[config.mk]
export PLATFORM = sky130hd
export DESIGN_NAME = box_motion_ctrl
export DESIGN_NICKNAME = d
export VERILOG_FILES = /design/src/rtl/vga_pkg.sv /design/src/rtl/btn_debounce.sv /design/src/rtl/box_motion_ctrl.sv
export SDC_FILE = /design/constraint.sdc
export NUM_CORES = 1
export LEC_CHECK = 0
export ABC_AREA = 1
export CAP_MARGIN = 5
export CORE_ASPECT_RATIO = 1.4
export CORE_MARGIN = 2
export CORE_UTILIZATION = 33
export DETAILED_ROUTE_END_ITERATION = 6
export SLEW_MARGIN = 20
export SYNTH_ARGS = -nofsm -noshare
export SYNTH_HDL_FRONTEND = slang
export SYNTH_SLANG_ARGS = --single-unit
[constraint.sdc]
create_clock -name clk_50 -period 3.6 [get_ports clk_50]
set_input_delay 0.54 -clock clk_50 [delete_from_list [all_inputs] [get_ports clk_50]]
set_output_delay 0.54 -clock clk_50 [all_outputs]
set_load 0.01 [all_outputs]
[src/rtl/vga_pkg.sv]
// vga_pkg: shared screen constants, box FSM/direction types and the per-axis step helper.
// Build option BOX_WRAP_EN makes the step helper wrap at the screen edges instead of clamping.
package vga_pkg;
  localparam int SCREEN_W_C = 640;
  localparam int SCREEN_H_C = 480;
  typedef enum logic [1:0] {S_IDLE, S_WAIT_FRAME, S_APPLY, S_WAIT_RELEASE} box_state_t;
  typedef enum logic [1:0] {DIR_NEG, DIR_NONE, DIR_POS} dir_t;
  function automatic logic [9:0] step_pos(input logic [9:0] pos, input dir_t d,
                                          input logic [10:0] stp, input logic [10:0] lim);
    logic [10:0] p;
    logic [10:0] s;
    logic [10:0] r;
    p = {1'b0, pos};
    s = p + stp;
`ifdef BOX_WRAP_EN
    r = d == DIR_POS ? (s > lim ? 11'd0 : s) : d == DIR_NEG ? (p < stp ? lim : p - stp) : p;
`else
    r = d == DIR_POS ? (s > lim ? lim : s) : d == DIR_NEG ? (p < stp ? 11'd0 : p - stp) : p;
`endif
    return r[9:0];
  endfunction
endpackage

[src/rtl/btn_debounce.sv]
// btn_debounce: 2-FF synchroniser plus stability counter; the level follows the
// synced input only after it has differed for DEBOUNCE_CYCLES consecutive cycles.
module btn_debounce #(
  parameter int DEBOUNCE_CYCLES = 500000
) (
  input  logic clk,
  input  logic rst,
  input  logic btn_i,
  output logic level_o
);
  localparam int CW = $clog2(DEBOUNCE_CYCLES + 1);
  localparam logic [CW-1:0] LAST = CW'(DEBOUNCE_CYCLES - 1);
  logic s1_q, s2_q, lvl_q;
  logic [CW-1:0] cnt_q;
  always_ff @(posedge clk or posedge rst)
    if (rst) begin
      s1_q  <= 1'b0;
      s2_q  <= 1'b0;
      lvl_q <= 1'b0;
      cnt_q <= '0;
    end else begin
      s1_q <= btn_i;
      s2_q <= s1_q;
      if (s2_q == lvl_q) cnt_q <= '0;
      else if (cnt_q == LAST) begin
        lvl_q <= s2_q;
        cnt_q <= '0;
      end else cnt_q <= cnt_q + 1'b1;
    end
  assign level_o = lvl_q;
endmodule

[src/rtl/box_motion_ctrl.sv]
// box_motion_ctrl: debounced box mover that applies at most one step per frame, in vertical blank.
// Edge behaviour (clamp vs. wrap) is selected by BOX_WRAP_EN via vga_pkg::step_pos.
module box_motion_ctrl
  import vga_pkg::*;
#(
  parameter int SCREEN_W        = SCREEN_W_C,
  parameter int SCREEN_H        = SCREEN_H_C,
  parameter int BOX_SIZE        = 32,
  parameter int STEP            = 4,
  parameter int DEBOUNCE_CYCLES = 500000,
  parameter int INIT_X          = 304,
  parameter int INIT_Y          = 224
) (
  input  logic       clk_50,
  input  logic       reset,
  input  logic       btn_up,
  input  logic       btn_down,
  input  logic       btn_left,
  input  logic       btn_right,
  input  logic       mode,
  input  logic [9:0] row,
  input  logic [9:0] x,
  input  logic [9:0] y,
  output logic [9:0] box_x,
  output logic [9:0] box_y,
  output logic       moving,
  output logic       draw_box
);
  localparam logic [10:0] LIM_X = 11'(SCREEN_W - BOX_SIZE);
  localparam logic [10:0] LIM_Y = 11'(SCREEN_H - BOX_SIZE);
  localparam logic [10:0] STP   = 11'(STEP);
  localparam logic [10:0] BOX   = 11'(BOX_SIZE);
  logic [3:0] raw, lvl;
  logic [9:0] box_x_q, box_y_q, box_x_d, box_y_d;
  logic moving_q, vb_q, vblank, tick, any_dir;
  dir_t dx, dy;
  box_state_t state_q;
  assign raw = {btn_up, btn_down, btn_left, btn_right};
  for (genvar i = 0; i < 4; i++) begin : g_deb
    btn_debounce #(.DEBOUNCE_CYCLES(DEBOUNCE_CYCLES)) u_deb (
      .clk(clk_50), .rst(reset), .btn_i(raw[i]), .level_o(lvl[i])
    );
  end
  // Opposing buttons on one axis cancel; screen y grows downward.
  assign dx = (lvl[0] & ~lvl[1]) ? DIR_POS : (lvl[1] & ~lvl[0]) ? DIR_NEG : DIR_NONE;
  assign dy = (lvl[2] & ~lvl[3]) ? DIR_POS : (lvl[3] & ~lvl[2]) ? DIR_NEG : DIR_NONE;
  assign any_dir = (dx != DIR_NONE) || (dy != DIR_NONE);
  assign vblank  = row >= 10'(SCREEN_H);
  assign tick    = vblank & ~vb_q;
  assign box_x_d = step_pos(box_x_q, dx, STP, LIM_X);
  assign box_y_d = step_pos(box_y_q, dy, STP, LIM_Y);
  always_ff @(posedge clk_50 or posedge reset)
    if (reset) begin
      state_q  <= S_IDLE;
      box_x_q  <= 10'(INIT_X);
      box_y_q  <= 10'(INIT_Y);
      moving_q <= 1'b0;
      vb_q     <= 1'b0;
    end else begin
      vb_q <= vblank;
      if (tick) moving_q <= 1'b0;
      case (state_q)
        S_IDLE:         if (any_dir) state_q <= S_WAIT_FRAME;
        S_WAIT_FRAME:   state_q <= !any_dir ? S_IDLE : tick ? S_APPLY : S_WAIT_FRAME;
        S_APPLY: begin
          box_x_q  <= box_x_d;
          box_y_q  <= box_y_d;
          moving_q <= 1'b1;
          state_q  <= mode ? S_WAIT_FRAME : S_WAIT_RELEASE;
        end
        S_WAIT_RELEASE: if (!any_dir) state_q <= S_IDLE;
        default:        state_q <= S_IDLE;
      endcase
    end
  assign box_x    = box_x_q;
  assign box_y    = box_y_q;
  assign moving   = moving_q;
  assign draw_box = ({1'b0, x} >= {1'b0, box_x_q}) && ({1'b0, x} < {1'b0, box_x_q} + BOX) &&
                    ({1'b0, y} >= {1'b0, box_y_q}) && ({1'b0, y} < {1'b0, box_y_q} + BOX);
endmodule
### Yosys cells after proc, flatten, opt, wreduce, memory -nomap -nowiden

Cells that the tools add are included.

* register bits after elaboration: 112
* input bits: 37
* word-level logic and storage cells: 116

* add/subtract/negate cells: 10
* magnitude comparators: 9
* equal/unequal tests: 17
* mux-type cells: 28
* bitwise logic cells: 14
* reductions and logical operators: 17

Operator list (number)
* two-way mux 19 bit: 8
* two-way mux 10 bit: 8
* adder 19 x 1 -> 19 bit, second input constant: 4
* == test 19 bit, second input constant: 4
* adder 10 x 3 -> 11 bit, second input constant: 2
* adder 10 x 6 -> 11 bit, second input constant: 2
* less-than comparator 10 x 11 -> 1 bit: 2
* greater-or-equal comparator 10 bit: 2
* less-than comparator 10 x 3 -> 1 bit, second input constant: 2
* subtractor 10 x 3 -> 10 bit, second input constant: 2
* two-way mux 2 bit: 7
* AND reduction 2 bit: 7
* greater-than comparator 11 x 10 -> 1 bit, second input constant: 1
* greater-than comparator 11 x 9 -> 1 bit, second input constant: 1
* greater-or-equal comparator 10 x 9 -> 1 bit, second input constant: 1
* inverter 1 bit: 9
* == test 2 bit, second input constant: 4
* one-hot mux 2 bit (4 select lines): 1
* zero test 2 bit: 3
* nonzero test 2 bit: 3
* AND 1 bit: 5
* == test 1 bit: 4
* two-way mux 1 bit: 4
* inequality test 2 x 1 -> 1 bit, second input constant: 2
* other kinds (4): 7

### Depth between registers and ports, before layout

Gate-level depths: netlist of the first run.

* word-level depth: 8
* gate-level depth with buffers: 13
* depth with buffers taken out: 12

### Cells and area by module

A second synthesis of the first run with hierarchy kept.

* cells, all modules: 971
* area total of the unflattened synthesis: 7475.9 µm²

By module, submodules not included
* btn_debounce: times used 4, cells each 151, area each 1236.2 µm²
* box_motion_ctrl: times used 1, cells each 367, area each 2531.2 µm²

### Least setup slack after synthesis of the first run

No wires, ideal clock.

* kind: register to output
* start point: register box_x_q[5] (netlist: box_x[5])
* end point: output port draw_box
* arrival time: 2008 ps
* required time: 3060 ps
* setup slack: 1052 ps
* cell stages (with the launch flop): 12
* path buffers: 0
* cells stage by stage: dfstp_2 inv_2 ha_1 inv_1 ha_1 inv_1 or2_2 o21a_1 nor2_1 nor2_1 nand4_1 nor2_1

* cells in the longest elaborated chain, start to end: 5

Ends and longest elaborated chain
* start, declared: RTL line box_motion_ctrl.sv:34 `logic [9:0] box_x_q, box_y_q, box_x_d, box_y_d;`
* start signal, assigned: RTL line box_motion_ctrl.sv:55 `box_x_q <= 10'(INIT_X);`
* start signal, assigned: RTL line box_motion_ctrl.sv:66 `box_x_q <= box_x_d;`
* adder 10 x 6 -> 11 bit: RTL line box_motion_ctrl.sv:78 `assign draw_box = ({1'b0, x} >= {1'b0, box_x_q}) && ({1'b0, x} < {1'b0, box_x_q} + BOX) &&`
* less-than comparator 10 x 11 -> 1 bit: RTL line box_motion_ctrl.sv:78
* logical AND 1 bit (*) (2 in series): RTL line box_motion_ctrl.sv:78
* logical AND 1 bit (*): RTL line box_motion_ctrl.sv:79 `({1'b0, y} >= {1'b0, box_y_q}) && ({1'b0, y} < {1'b0, box_y_q} + BOX);`
* end, declared: RTL line box_motion_ctrl.sv:27 `output logic draw_box`

Mark *: on every way between the ends. The rest lies on a longest branch, timed or not.

### Final worst setup path of the first run

Same ends and word-level chain as after synthesis.

==> results of run 1 <==
## worst max-delay path: cells and delay by family (launching register included)
family	cells	cell delay, ns
DFF	1	0.61
AOI/OAI and AO/OA	1	0.17
and+or+nand+nor	5	0.55
buffers and inverters	4	0.33
adders and majority gates	2	0.57
## cells in the final DEF (no fill, tap or decap), drive strengths merged, types with 4 or more instances in the layout
| cell type | synthesis | layout |
|---|---|---|
| nor4 | 9 | 9 |
| nor3b | 14 | 14 |
| clkdlybuf4s50 | 0 | 44 |
| inv | 128 | 131 |
| conb | 1 | 4 |
| nand2 | 164 | 164 |
| buf | 8 | 6 |
| nor2 | 142 | 142 |
| dfstp | 6 | 6 |
| a21boi | 11 | 11 |
| a21oi | 44 | 44 |
| ha | 41 | 41 |
| or2 | 9 | 9 |
| xnor2 | 4 | 4 |
| o21ai | 39 | 39 |
| xor2 | 30 | 30 |
| a31oi | 5 | 5 |
| dfrtp | 102 | 102 |
| o21a | 5 | 5 |
| nand4 | 44 | 44 |
| nor3 | 39 | 39 |
| clkinv | 3 | 6 |
| nand3 | 74 | 74 |
| clkbuf | 2 | 10 |
| nand3b | 4 | 4 |
## power groups by stage
stage / logic, W / registers [W] / clock network [W]
3_5_place_dp: 0.000154 / 0.00127 / 0
3_3_place_gp: 0.000152 / 0.00127 / 0
4_1_cts: 0.000155 / 0.00124 / 0.00102
2_1_floorplan: 0.0000929 / 0.00126 / 0
6_report: 0.000149 / 0.00124 / 0.000984
5_1_grt: 0.000174 / 0.00125 / 0.00106
## cell usage after synthesis, types with 7 or more instances
| master | instances | area (um2) |
|---|---|---|
| nand2_1 | 157 | 589 |
| nor2_1 | 126 | 473 |
| inv_1 | 118 | 443 |
| dfrtp_1 | 102 | 2550 |
| nand3_1 | 66 | 330 |
| a21oi_1 | 43 | 215 |
| nand4_1 | 43 | 269 |
| ha_1 | 41 | 513 |
| nor3_1 | 31 | 155 |
| o21ai_0 | 30 | 150 |
| xor2_1 | 30 | 263 |
| nor3b_1 | 13 | 97.6 |
| a21boi_1 | 11 | 82.6 |
| nor2_2 | 11 | 68.8 |
| inv_2 | 10 | 37.5 |
| nor4_1 | 9 | 56.3 |
| nand3_2 | 8 | 80.1 |
| nand2_2 | 7 | 43.8 |
| o21ai_1 | 7 | 35.0 |
| or2_2 | 7 | 43.8 |
## cells by family (layout without fill, tap and decap cells)
family	count (synthesis)	in the layout
compound gates	111	111
buf+inv	141	198
simple gates	501	501
xor+xnor	34	34
fa+ha+maj	41	41
flops	108	108
other cells	1	4
mux	2	2
## path summary, 6_finish.rpt
check / from / end / slack (ns) / depth (start not counted)
max reg2reg: box_x[2] / box_x[7] / 1.70 / 9
min reg2reg: g_deb[0].u_deb.s1_q / g_deb[0].u_deb.s2_q / 0.35 / 0
min: g_deb[0].u_deb.s1_q / g_deb[0].u_deb.s2_q / 0.35 / 0
min in group asynchronous: reset / box_y[9] / 0.62 / 2
max in group asynchronous: reset / g_deb[1].u_deb.cnt_q[1] / 2.19 / 3
max: box_x[5] / draw_box / 0.48 / 12
## timing repair
item / CTS / global route
gates cloned: 0 / 0
endpoints found under the setup margin: 1 / 1
buffers inserted: 2 / 1
gates resized for setup: 0 / 2
pin swaps: 0 / 0
## sequential cells by signal, indices dropped and copies added, names as in the netlist
signal	flops
box_x	8
box_y	8
g_deb.u_deb.cnt_q	76
g_deb.u_deb.level_o	4
g_deb.u_deb.s1_q	4
g_deb.u_deb.s2_q	4
moving	1
state_q	2
vb_q	1
## metal layers
metal	vias to the layer above	share of wire, %
met5	-	0
met4	0	2.0
met3	22	2.8
met2	95	51
met1	2915	44
li1	3210	-
## area by class of cell
type / count / area, um2
fill: 2187 / 13000
multi-input combinational: 693 / 3930
sequential: 108 / 2710
timing repair buffer: 51 / 498
inverter: 131 / 494
tap: 260 / 325
clock buffer: 10 / 239
clock inverter: 6 / 55.1
## through the flow
step	total power [W]	instances
2_1_floorplan	0.00136	942
3_3_place_gp	0.00142	1240
3_5_place_dp	0.00142	1240
4_1_cts	0.00242	1258
5_1_grt	0.00248	1259
6_report	0.00238	1259
==> results.md, run 1 <==
* Status: finished clean
* PnR worst setup slack at 0.480 ns
* Clock Skew at 0.0120 ns
* Critical path, cell by cell: inv_2 -> ha_1 -> inv_1 -> ha_1 -> inv_1 -> or2_2 -> o21a_1 -> nor2_1 -> nor2_1 -> nand4_1 -> nor2_1 -> dlymetal6s2s_1
* Post-synthesis simple-gate area fraction at 34.0%
* Clock power frac at 41.4%
* WS Path Type: reg -> out
* Max incr delay on CP at 0.61 ns
* Clock-pin slew on the worst setup and hold paths at 0.08 ns
* Fin crit share at 86.7%
* Pin count of the biggest net entering global routing at 51
* # nets final at 1,072
* Worst min path class: reg -> reg
* Busiest metal layer after global routing: met2
* Max Cap Viol at 0
* Avg Cell Area, Syn at 7.64 um2
* Setup_tns at 0 ns
* Die Ht at 178 um
* Initial Util at 33.7%
* Crit start category: register
* Post-synth EDFFs at 0
* Sw frac at 24.5%
* Clk sinks at 108
* Synth Area in XOR/XNOR at 4.15%
* Share of post-route cells with drive strength above 1 at 9.41%
* HPWL Detailed at 12.4 mm
* Final Max Tran Viols at 0
* Ant. Diodes at 0
* Routing usage on met1 at 17.4%
* Synth unique cells at 48
* Yosys reg bits at 108
* Worst EP required at 3.06 ns
* Num CTS Buffers at 9
* Primary FF master, synth: dfrtp_1
* Pre-CTS WS at 0.378 ns
* Total Routing Usage GR at 14.8%
* Sequential share of the synthesized area at 37.8%
* Die width at 129 um
* Port buffer count at 45
* Core area at 21,300 um2
* Initial antenna violation count at 0
* Fmax at 320 MHz
* Met2 global-route usage at 27.1%
* Compound-Gate Fraction of Synth Area at 8.89%
* # setup viols final at 0
* Main combinational cell family by area after synthesis: simple AND/OR/NAND/NOR gates
* P_leak at 3.59 nW
* Max FO, Critical Path at 7
* DP Area at 7930 um2
* DR DRC count at 0
* Slew headroom at 58.7%
* Max IR drop VDD at 208 uV
* Area Growth Syn to Fin at 14.9%
* Least-Margin Pin Slew at 0.619 ns
* Final min period at 3.12 ns
* Rows at 63
* Worst Setup End Kind: output pin
* P_int at 0.00179 W
* Antenna viol nets, final at 0
* Logic pwr share at 6.3%
* Most frequent cell on the critical path: nor2_1
* Cells after Synth at 939
* WL/cell at 12.8 um
* Post-synthesis mux area share at 0.314%
* Psw at 0.000582 W
* WP data arrival at 2.58 ns
* Clk_lat worst skew at 0.35 ns
* Unrepaired setup endpoints after global routing: false
* Synth Cell Area at 7170 um2
* Root Buffer: clkbuf_16
* Vias in the first global route at 6,254
* Final Core Density at 38.7%
* IO Pins at 59
* First-pass GRT wire length at 28.1 mm
* Final GP Congestion at 0.882
* Hold Violations, Final at 0
* H-tree Lvls at 3
* Adder-cell share of the synthesized area at 7.15%
* Yosys warnings at 0
* Async SR Flop Fraction at 100%
* PwrDens at 288 nW/um2
* Post-CTS Hold Fix Bufs at 0
* Met3 Use GR at 2.07%
* Via-to-Cell Ratio at 4.96
* DRT Wirelength at 16.1 mm
* Cell area after layout at 8250 um2
* CTS tree: yes
* Drt pass-1 iters at 4
* GRT overflow at 0
* Flop pwr share at 52.3%
* Violation count after the first detailed-route iteration at 455
* Clock buffer depth at 2
* Die area at 23,000 um2
* Critical-path top delay cell: dfstp_2
* Vias after detailed routing at 6,242
* Hold WS at 0.349 ns
Note: power is estimated with default switching activity, not from simulation.
==> run 2, diff against run 1 <==
==> constraint.sdc (replaced) <==
create_clock -name clk_50 -period 2.98 [get_ports clk_50]
set_input_delay 0.447 -clock clk_50 [delete_from_list [all_inputs] [get_ports clk_50]]
set_output_delay 0.447 -clock clk_50 [all_outputs]
set_load 0.01 [all_outputs]
==> run 2 against run 1 <==
Power rose by 31%. Final area rose by 2.6%. Flip-flop and latch count did not move. Die area did not move. Global-route usage rose by 0.051 points. Final cell count rose by 0.79%. Via count rose by 0.29%. Routed wire length rose by 1.1%. Count of clock-buffer cells in the layout did not move.
==> results.md, run 2 (synthesis gave the netlist of run 1 again) <==
* Commonest non-fill, non-tap cell in the layout: nand2_1
* Fin crit share at 96.6%
* Clk_lat worst skew at 0.36 ns
* Vias after detailed routing at 6,260
* Pin count of the biggest net entering global routing at 98
* First-pass GRT wire length at 27.9 mm
* Critical-path top delay cell: dfstp_2
* GRT overflow at 0
* WP data arrival at 2.43 ns
* Crit start category: register
* Slew headroom at 65.0%
* Reg2reg end: box_x[7]
* Vias in the first global route at 6,194
* Max FO, Critical Path at 5
* Fmax at 347 MHz
* Status: finished clean
* Ant. Diodes at 0
* DRT Wirelength at 16.3 mm
* CP endpoint: draw_box
* PwrDens at 368 nW/um2
* # setup viols final at 0
* DR DRC count at 0
* Clk sinks at 108
* Final Max Tran Viols at 0
* Worst R2R Setup Slack at 1.09 ns
* # nets final at 1,082
* H-tree Lvls at 3
* Register with the most flip-flops: g_deb.u_deb.cnt_q
* Violation count after the first detailed-route iteration at 406
* R2R depth at 9
* Die width at 129 um
* Max FFs per register at 76
* Die Ht at 178 um
* Worst setup path startpoint: box_y[5]
* HPWL Detailed at 12.3 mm
* Area Growth Syn to Fin at 17.9%
* Initial antenna violation count at 0
* Antenna viol nets, final at 0
* Least-Margin Pin Slew at 0.524 ns
* Worst EP required at 2.53 ns
* Setup_tns at 0 ns
* Pre-CTS WS at 0.0409 ns
* Rows at 63
* Worst min path class: reg -> reg
* PnR worst setup slack at 0.0998 ns
* Post-CTS Hold Fix Bufs at 0
* Total Routing Usage GR at 14.9%
* Max IR drop VDD at 267 uV
* CTS tree: yes
* WS Path Type: reg -> out
* Core area at 21,300 um2
* Hold Violations, Final at 0
* Final min period at 2.88 ns
* Final GP Congestion at 0.853
* Share of post-route cells with drive strength above 1 at 11.6%
* Critical path, cell by cell: inv_2 -> ha_1 -> inv_2 -> ha_4 -> inv_1 -> or3_1 -> a21oi_1 -> nor2_1 -> nand2_1 -> nor2_1 -> buf_2
* Drt pass-1 iters at 5
* Clock-pin slew on the worst setup and hold paths at 0.08 ns
* Max Cap Viol at 0
* Most frequent cells in the layout: 157 x nand2_1, 123 x nor2_1, 114 x inv_1
* Reg2reg start: box_x[3]
* Die area at 23,000 um2
* Unrepaired setup endpoints after global routing: false
* IO Pins at 59
* Via-to-Cell Ratio at 4.93
* Worst Setup End Kind: output pin
* P_leak at 3.65 nW
* Port buffer count at 45
* Max incr delay on CP at 0.58 ns
* Initial Util at 33.7%
* Clock buffer depth at 2
* Num CTS Buffers at 9
* WL/cell at 12.9 um
* Root Buffer: clkbuf_16
* Clock Skew at 0.0132 ns
[run 2: cell types whose count changed in the layout (fill, tap and decap cells not counted), moves of 2 or more]
cell / delta
nor2_2: +3
inv_1: -3
buf_4: +9
ha_4: +4
bufinv_16: +3
ha_1: -4
inv_2: +3
nor2_1: -3
clkinv_4: -2
[run 2: area by class of cell]
cell class                 instances  area, um2
clock buffer                      10        239
timing repair buffer              61        578
clock inverter                     6        119
inverter                         131        495
multi-input combinational        693       3990
fill                            2157      12800
tap                              260        325
sequential                       108       2710
[run 2: repair_timing]
| action | CTS | global route |
|---|---|---|
| buffers inserted | 3 | 1 |
| setup endpoints to repair | 1 | 1 |
| resized for setup | 4 | 15 |
| pin swaps | 0 | 10 |
[run 2: worst min path at each step]
stage                        start             endpoint  slack, ns  cells past startpoint
5_1_grt        g_deb[2].u_deb.s1_q  g_deb[2].u_deb.s2_q       0.37                      0
3_5_place_dp   g_deb[2].u_deb.s1_q  g_deb[2].u_deb.s2_q       0.34                      0
2_1_floorplan  g_deb[0].u_deb.s1_q  g_deb[0].u_deb.s2_q       0.33                      0
3_3_place_gp   g_deb[1].u_deb.s1_q  g_deb[1].u_deb.s2_q       0.33                      0
4_1_cts        g_deb[2].u_deb.s1_q  g_deb[2].u_deb.s2_q       0.36                      0
6_report       g_deb[2].u_deb.s1_q  g_deb[2].u_deb.s2_q       0.35                      0
[run 2: metal layers]
| layer | global-route usage, % | wire (um) |
|---|---|---|
| met5 | 0 | 0 |
| met4 | 6.34 | 422 |
| met3 | 1.74 | 436 |
| met2 | 26.7 | 8150 |
| met1 | 17.9 | 7310 |
[run 2: metrics by stage]
step | hold slack, ns | std cells | power, W | utilization, % | instance area (um2)
2_1_floorplan | 0.331 | 942 | 0.00164 | - | 7190
3_3_place_gp | 0.333 | 1249 | 0.00171 | 37.6 | 8010
3_5_place_dp | 0.339 | 1249 | 0.00172 | 37.6 | 8010
4_1_cts | 0.356 | 1268 | 0.00315 | 39.4 | 8380
5_1_grt | 0.371 | 1269 | 0.00324 | 39.8 | 8460
6_report | 0.351 | 1269 | 0.00311 | 39.8 | 8460
[run 2: power by group]
group          switching (W)  internal (W)  total [W]
clock               0.000567      0.000855    0.00142
combinational       0.000108     0.0000785   0.000187
sequential         0.0000177       0.00148    0.00150
[run 2: critical path, delay by kind of cell (launching register included)]
family	cells	cell delay, ns
DFF	1	0.58
and+or+nand+nor	4	0.54
buffers and inverters	4	0.26
AOI/OAI and AO/OA	1	0.15
adders and majority gates	2	0.54
==> run 3, diff against run 2 <==
--- a/config.mk
+++ b/config.mk
@@ -11,6 +11,7 @@
 export CORE_MARGIN = 2
 export CORE_UTILIZATION = 33
 export DETAILED_ROUTE_END_ITERATION = 6
+export REMOVE_ABC_BUFFERS = 1
 export SLEW_MARGIN = 20
 export SYNTH_ARGS = -nofsm -noshare
 export SYNTH_HDL_FRONTEND = slang
==> run 3 against run 2 <==
Utilization about the same. Largest cell class unchanged. Die area unchanged. Clock power down 13%. Count of clock-buffer cells in the layout decreased by 1. Final area about the same. Power fell by 5.8%. Worst setup slack lost 0.0079 ns. Critical path type unchanged.
==> results.md, run 3 (synthesis gave the netlist of run 1 again) <==
* PwrDens at 346 nW/um2
* Post-layout power at 0.00293 W
* Port buffer count at 45
* Violation count after the first detailed-route iteration at 375
* Root Buffer: clkbuf_16
* CTS tree: yes
* Worst EP required at 2.53 ns
* WP data arrival at 2.44 ns
* Final min period at 2.89 ns
* Ant. Diodes at 0
* Slew headroom at 61.2%
* Routing usage on met1 at 17.8%
* Core area at 21,300 um2
* Fin crit share at 96.9%
* Met3 Use GR at 1.59%
* # setup viols final at 0
* P_leak at 3.65 nW
* Initial Util at 33.7%
* Final GP Congestion at 0.867
* Die area at 23,000 um2
* Clock-pin slew on the worst setup and hold paths at 0.08 ns
* Worst Setup End Kind: output pin
* Max FO, Critical Path at 5
* Min-delay src: g_deb[1].u_deb.s1_q
* DRT Wirelength at 16.2 mm
* Drt pass-1 iters at 5
* H-tree Lvls at 3
* Status: finished clean
* Commonest non-fill, non-tap cell in the layout: nand2_1
* Share of post-route cells with drive strength above 1 at 12.3%
* Post-CTS Hold Fix Bufs at 0
* Clock buffer depth at 2
* Num CTS Buffers at 9
* Fmax at 346 MHz
* GRT overflow at 0
* Final Max Tran Viols at 0
* Hold WS at 0.351 ns
* Antenna viol nets, final at 0
* Max Cap Viol at 0
* Reg2reg start: box_x[5]
* DR DRC count at 0
* Clk_lat worst skew at 0.35 ns
* Least-Margin Pin Slew at 0.582 ns
* Busiest metal layer after global routing: met2
* Worst setup path startpoint: box_y[5]
* HPWL Detailed at 12.2 mm
* Vias after detailed routing at 6,293
* Worst min path class: reg -> reg
* Placed cells at 1,250
* Clock Skew at 0.0122 ns
* # nets final at 1,085
* Hold Violations, Final at 0
* Max IR drop VDD at 230 uV
* Max FFs per register at 76
* Initial antenna violation count at 0
* Area Growth Syn to Fin at 18.0%
* Die Ht at 178 um
* Pin count of the biggest net entering global routing at 109
* Met2 global-route usage at 27.3%
* Most frequent cells in the layout: 157 x nand2_1, 124 x nor2_1, 114 x inv_1
* Rows at 63
* Die width at 129 um
* Fin cells at 1,272
* Register with the most flip-flops: g_deb.u_deb.cnt_q
* Vias in the first global route at 6,224
* First-pass GRT wire length at 28.3 mm
* IO Pins at 59
* Total Routing Usage GR at 14.8%
* Crit start category: register
* Via-to-Cell Ratio at 4.95
* WL/cell at 12.8 um
* WS Path Type: reg -> out
* Clk sinks at 108
-- run 3: repair_timing --
action,CTS,global route
endpoints found under the setup margin,1,1
pin swaps,2,12
endpoints found under the hold margin,0,0
buffers inserted,4,2
gates resized for setup,10,14
-- run 3: metal layers --
| layer | wire, um | vias up |
|---|---|---|
| met4 | 271 | 0 |
| li1 | - | 3238 |
| met2 | 8410 | 88 |
| met5 | 0 | - |
| met3 | 377 | 17 |
| met1 | 7190 | 2950 |
-- run 3: power by group --
group	switching, W	internal [W]	leakage [nW]
Sequential	0.0000180	0.00148	1.45
Clock	0.000575	0.000668	0.150
Combinational	0.000107	0.0000793	2.04
-- run 3: final cells by class --
cell class                      instances  area, um2
Fill cell                            2176      12800
Multi-Input combinational cell        693       4020
Sequential cell                       108       2710
Timing Repair Buffer                   64        601
Inverter                              131        497
Tap cell                              260        325
Clock buffer                            9        225
Clock inverter                          7       82.6
-- run 3: through the flow --
| step | util [%] | cell area (um2) | worst slack [ns] | setup TNS, ns |
|---|---|---|---|---|
| after floorplan | - | 7120 | -0.303 | -30.87 |
| after global placement | 37.6 | 8010 | 0.0737 | 0 |
| final | 39.8 | 8470 | 0.0919 | 0 |
| after CTS | 39.4 | 8380 | 0.0720 | 0 |
| after detailed placement | 37.6 | 8010 | 0.0395 | 0 |
| after global routing | 39.8 | 8470 | -0.00377 | -0.00377 |
-- run 3: path summary, 6_finish.rpt --
| path | endpoint | slack (ns) | cells past startpoint |
|---|---|---|---|
| worst max-delay path | draw_box | 0.09 | 11 |
| worst min-delay path | g_deb[1].u_deb.s2_q | 0.35 | 0 |
| worst max register to register | box_x[5] | 1.00 | 9 |
| worst min register to register | g_deb[1].u_deb.s2_q | 0.35 | 0 |
| max in group asynchronous | box_x[6] | 1.91 | 3 |
| min in group asynchronous | box_y[9] | 0.61 | 3 |
-- run 3: critical path, cell delays in order, from the launching register on --
cell and delay, ns:
dfstp_2 0.61, inv_2 0.08, ha_4 0.26, inv_2 0.04
ha_4 0.25, inv_1 0.04, or3_4 0.37, a21oi_2 0.13
nor2_1 0.06, nand2_1 0.08, nor2_1 0.04, buf_2 0.13
